### src/rtl/handshake_pipe_pkg.sv
// Shared constants and helpers for the handshake_pipe delay line.
package handshake_pipe_pkg;

    // Largest stage count the occupancy helper can count.
    localparam int unsigned MAX_DEPTH = 64;

    function automatic int unsigned f_popcount(input logic [MAX_DEPTH-1:0] vec);
        int unsigned n;
        n = 32'd0;
        for (int i = 0; i < MAX_DEPTH; i++) begin
            n = n + 32'(vec[i]);
        end
        return n;
    endfunction

endpackage

### src/rtl/handshake_pipe_stage.sv
// One pipeline slot: a valid bit plus a data register with load enable and flush.
module handshake_pipe_stage
    import handshake_pipe_pkg::*;
#(
    parameter int unsigned WIDTH = 32
) (
    input  logic             clk,
    input  logic             reset_n,
    input  logic             i_flush,
    input  logic             i_load,
    input  logic             i_valid,
    input  logic [WIDTH-1:0] i_data,
    output logic             o_valid,
    output logic             o_valid_nxt,
    output logic [WIDTH-1:0] o_data
);

    logic             r_valid;
    logic [WIDTH-1:0] r_data;
    logic             w_valid_nxt;
    logic [WIDTH-1:0] w_data_nxt;

    // Next-state selection: flush wins, bubbles never disturb the data register.
    always_comb begin
        w_valid_nxt = r_valid;
        w_data_nxt  = r_data;
        if (i_flush) begin
            w_valid_nxt = 1'b0;
        end else if (i_load) begin
            w_valid_nxt = i_valid;
            if (i_valid) begin
                w_data_nxt = i_data;
            end else begin
                w_data_nxt = r_data;
            end
        end else begin
            w_valid_nxt = r_valid;
        end
    end

    // Stage state registers.
    always_ff @(posedge clk or negedge reset_n) begin
        if (!reset_n) begin
            r_valid <= 1'b0;
            r_data  <= {WIDTH{1'b0}};
        end else begin
            r_valid <= w_valid_nxt;
            r_data  <= w_data_nxt;
        end
    end

    assign o_valid     = r_valid;
    assign o_valid_nxt = w_valid_nxt;
    assign o_data      = r_data;

endmodule

### src/rtl/handshake_pipe.sv
// Flow-controlled delay line of DEPTH stages with per-stage ready chain,
// bubble collapse, synchronous flush and a registered occupancy count.
module handshake_pipe
    import handshake_pipe_pkg::*;
#(
    parameter  int unsigned WIDTH = 32,
    parameter  int unsigned DEPTH = 2,
    localparam int unsigned CNT_W = $clog2(DEPTH + 1)
) (
    input  logic             clk,
    input  logic             reset_n,
    input  logic             in_valid,
    output logic             in_ready,
    input  logic [WIDTH-1:0] in_data,
    output logic             out_valid,
    input  logic             out_ready,
    output logic [WIDTH-1:0] out_data,
    input  logic             flush,
    output logic [CNT_W-1:0] count
);

    logic [DEPTH:0]       w_ready;
    logic [DEPTH-1:0]     w_valid;
    logic [DEPTH-1:0]     w_valid_nxt;
    logic [DEPTH-1:0]     w_up_valid;
    logic [WIDTH-1:0]     w_data    [DEPTH];
    logic [WIDTH-1:0]     w_up_data [DEPTH];
    logic [MAX_DEPTH-1:0] w_valid_ext;
    logic [CNT_W-1:0]     w_count_nxt;
    logic [CNT_W-1:0]     r_count;

    // Ready chain from the output back: an empty stage always accepts.
    always_comb begin
        w_ready        = {(DEPTH + 1){1'b0}};
        w_ready[DEPTH] = out_ready;
        for (int i = DEPTH - 1; i >= 0; i--) begin
            w_ready[i] = !w_valid[i] || w_ready[i + 1];
        end
    end

    // Each stage is fed by its upstream neighbour, stage 0 by the input port.
    always_comb begin
        w_up_valid[0] = in_valid;
        w_up_data[0]  = in_data;
        for (int i = 1; i < DEPTH; i++) begin
            w_up_valid[i] = w_valid[i - 1];
            w_up_data[i]  = w_data[i - 1];
        end
    end

    for (genvar g = 0; g < DEPTH; g++) begin : g_stage
        handshake_pipe_stage #(
            .WIDTH (WIDTH)
        ) u_stage (
            .clk         (clk),
            .reset_n     (reset_n),
            .i_flush     (flush),
            .i_load      (w_ready[g]),
            .i_valid     (w_up_valid[g]),
            .i_data      (w_up_data[g]),
            .o_valid     (w_valid[g]),
            .o_valid_nxt (w_valid_nxt[g]),
            .o_data      (w_data[g])
        );
    end

    // Occupancy of the state the stages are about to take (DEPTH <= MAX_DEPTH).
    always_comb begin
        w_valid_ext              = {MAX_DEPTH{1'b0}};
        w_valid_ext[DEPTH-1:0]   = w_valid_nxt;
        w_count_nxt              = CNT_W'(f_popcount(w_valid_ext));
    end

    // Occupancy register, updated on the same edge as the valid bits.
    always_ff @(posedge clk or negedge reset_n) begin
        if (!reset_n) begin
            r_count <= {CNT_W{1'b0}};
        end else begin
            r_count <= w_count_nxt;
        end
    end

    assign in_ready  = w_ready[0] && !flush;
    assign out_valid = w_valid[DEPTH-1] && !flush;
    assign out_data  = w_data[DEPTH-1];
    assign count     = r_count;

endmodule

### config.mk
export PLATFORM = sky130hd
export DESIGN_NAME = handshake_pipe
export DESIGN_NICKNAME = d
export VERILOG_FILES = /design/src/rtl/handshake_pipe_pkg.sv /design/src/rtl/handshake_pipe_stage.sv /design/src/rtl/handshake_pipe.sv
export SDC_FILE = /design/constraint.sdc
export NUM_CORES = 1
export LEC_CHECK = 0
export ABC_AREA = 1
export BUFFER_PORTS_ARGS = -buffer_cell sky130_fd_sc_hd__buf_2
export CAP_MARGIN = 20
export CORE_AREA = 5 5 102 104
export CTS_CLUSTER_DIAMETER = 40
export DETAILED_ROUTE_END_ITERATION = 16
export DIE_AREA = 0 0 107 109
export HOLD_SLACK_MARGIN = 0.02
export PLACE_DENSITY = 0.57
export SLEW_MARGIN = 5
export SYNTH_ARGS = -nofsm -noshare
export SYNTH_HDL_FRONTEND = slang
export SYNTH_SLANG_ARGS = --single-unit
### constraint.sdc
create_clock -name clk -period 1.5 [get_ports clk]
set_input_delay 0.225 -clock clk [delete_from_list [all_inputs] [get_ports clk]]
set_output_delay 0.225 -clock clk [all_outputs]
set_load 0.005 [all_outputs]
==> impl_metrics.json <==
{
  "outcome": "complete, no violations",
  "cp_top_family": "flip-flops",
  "internal-power_uw": 3460,
  "pwr-share-seq_pct": 48.7,
  "dr.pass1.iters": 4,
  "switchingPower_uw": 1240,
  "grt_pass1_wl_um": 11100,
  "cp.buffers_inverters": 2,
  "ioPinCount": 73,
  "yosysUniqueCellTypes": 14,
  "antenna_left": 0,
  "worst_pin_slew_ps": 385,
  "grt_pass1_vias": 2272,
  "cap_violations": 0,
  "p_leak_uw": 0.00194,
  "min_period_ps": 1400,
  "clk_path_buf_depth": 2,
  "skew_ps": 12.3,
  "finalSetupTns_ps": 0,
  "grt.total_usage_pct": 12.3,
  "pwr-share-comb_pct": 14.2,
  "gp_congestion": 0.728,
  "critical_path_class": "reg2out",
  "hold_violations": 0,
  "cts-root-buf": "clkbuf_8",
  "grt_max_degree": 33,
  "syn_area_um2": 2750,
  "route.detailed.drc": 0,
  "postCtsSetupBuffers": 0,
  "start_util_pct": 29.0,
  "wire_per_inst_um": 13.5,
  "antenna-diode-count": 0,
  "synthTopCellsByArea": "dfrtp_1 (62%), nand2_1 (18%), nand3_1 (12%), buf_6 (2.5%), buf_2 (1.3%)",
  "critPathMaxFanout": 5,
  "wirelength_um": 6620,
  "yosysWarnings": 0,
  "cts.htree.levels": 3,
  "final.fill_count": 1014,
  "startpoint_type": "flip-flop",
  "ir_worst_vdd_uv": 537,
  "pwr-share-clk_pct": 37.1,
  "swShare_pct": 26.4,
  "die_area_um2": 11700,
  "worstSkewPairLatency_ps": 340,
  "drt_iter0_markers": 89,
  "synth_top_area_share_pct": 62.0,
  "synth_fp_nets": 333,
  "place.detailed.hpwl_um": 4620,
  "synth-seq-cells": 68,
  "clk_pin_slew_ps": 80,
  "rsz0062_at_grt": "no",
  "drive_above_1_share_pct": 27.2,
  "yosysTopAreaCell": "dfrtp_1",
  "max_stage_delay_ps": 390,
  "slew_headroom_pct": 74.3,
  "p_per_area_nw_per_um2": 1370,
  "netlist_instances": 295,
  "placementRows": 36,
  "finalMaxSlewViolations": 0,
  "cts.sinks": 68,
  "finalSetupViolCount": 0,
  "cp_slowest_cell": "dfrtp_1",
  "ys_seq_area_share_pct": 62.0,
  "syn_avg_cell_area_um2": 9.31,
  "cts_buffers": 9,
  "core_area_um2": 9460,
  "final_cell_count_no_fill": 489,
  "arrival_ps": 1170,
  "final_net_count": 408,
  "num_vias": 2145,
  "path_cells": "nand3_2 -> nand2_1 -> inv_1 -> buf_2",
  "max_freq_mhz": 716,
  "finalCritPeriodShare_pct": 93.1,
  "end_kind": "primary output",
  "required_ps": 1270,
  "io_buffers": 72,
  "die_w_um": 107,
  "grt-ovfl-total": 0,
  "grt_antenna_before_repair": 0,
  "die_h_um": 109,
  "area_delta_synth_final_pct": 25.4,
  "post_drt_via_cell_ratio": 4.39,
  "cts_tree": "yes",
  "dp.cells": 472,
  "min_path_type": "in2reg"
}
==> through the flow <==
step	utilization (%)	hold WS, ps	instance area (um2)	setup slack [ps]	total power, uW
after CTS	36.4	92.7	3440	76.9	4770
after global placement	33.8	171	3200	336	2990
after detailed placement	33.8	174	3200	309	3020
after floorplan	-	-70.6	2750	238	2640
after global routing	36.4	103	3440	6.86	4980
final	36.4	109	3440	104	4710
==> what timing repair did <==
action                                  CTS  global route
endpoints found under the setup margin    0             0
hold buffers                              1             0
endpoints found under the hold margin    25             0
resized for setup                         0             0
==> state kept, by name, indices dropped and copies added, names as in the netlist <==
signal / count
count: 2
g_stage.u_stage.o_data: 64
g_stage.u_stage.o_valid: 2
==> synthesized netlist by cell type, drive strengths merged <==
| cell | count |
|---|---|
| a21oi | 2 |
| buf | 16 |
| clkbuf | 2 |
| dfrtp | 68 |
| ha | 1 |
| inv | 6 |
| nand2 | 132 |
| nand3 | 65 |
| nor2 | 3 |
==> cell type report <==
cell class	count	area (um2)	share of cell area (%)
Clock buffer	11	151	4.40
Clock inverter	5	83.8	2.43
Multi-Input combinational cell	203	890	25.8
Timing Repair Buffer	82	453	13.1
Inverter	6	22.5	0.654
Tap cell	114	143	4.14
Sequential cell	68	1700	49.4
==> layer usage <==
layer	wire length (um)	global-route usage, %	vias up
met3	444	4.44	8
li1	-	-	1087
met5	0	0	-
met4	96	4.66	0
met1	3010	15.6	995
met2	3060	19.2	55
==> cells by family after synthesis <==
logic type                 share of synthesized area (%)
buffers and inverters                               5.65
DFF                                                 62.0
and+or+nand+nor                                     31.6
AOI/OAI and AO/OA                                  0.364
adders and majority gates                          0.456
==> placed cells by master (no fill, tap or decap) <==
master	n
nand2_1	130
nand2_4	2
a21oi_1	2
nand3_1	64
buf_2	71
dfrtp_1	68
buf_4	9
clkinv_4	1
ha_1	1
buf_12	1
nand3_2	1
clkbuf_8	11
nor2_1	1
clkinvlp_4	2
bufinv_16	2
inv_1	6
dlygate4sd3_1	1
nor2_4	2
==> worst paths after layout <==
check	startpoint	endpoint	slack, ps	depth (start not counted)
max	g_stage[1].u_stage.o_valid	in_ready	100	4
min in group asynchronous	reset_n	count[0]	350	2
min reg2reg	g_stage[1].u_stage.o_data[28]	g_stage[1].u_stage.o_data[28]	460	2
max reg2reg	g_stage[1].u_stage.o_valid	count[0]	310	3
min	in_data[7]	g_stage[0].u_stage.o_data[7]	110	3
max in group asynchronous	reset_n	g_stage[0].u_stage.o_data[21]	660	3
==> power groups by stage <==
stage,Sequential (uW),Clock [uW],Combinational (uW)
after detailed placement,2330,0,689
after floorplan,2320,0,320
final,2290,1750,668
after CTS,2300,1780,693
after global routing,2330,1870,779
after global placement,2320,0,669
==> worst register-to-register path: stages (launching register included) <==
cell and delay, ps:
dfrtp_1 390, nand3_2 160, a21oi_1 260, ha_1 270
No activity file was read; power rests on OpenSTA's default activity.
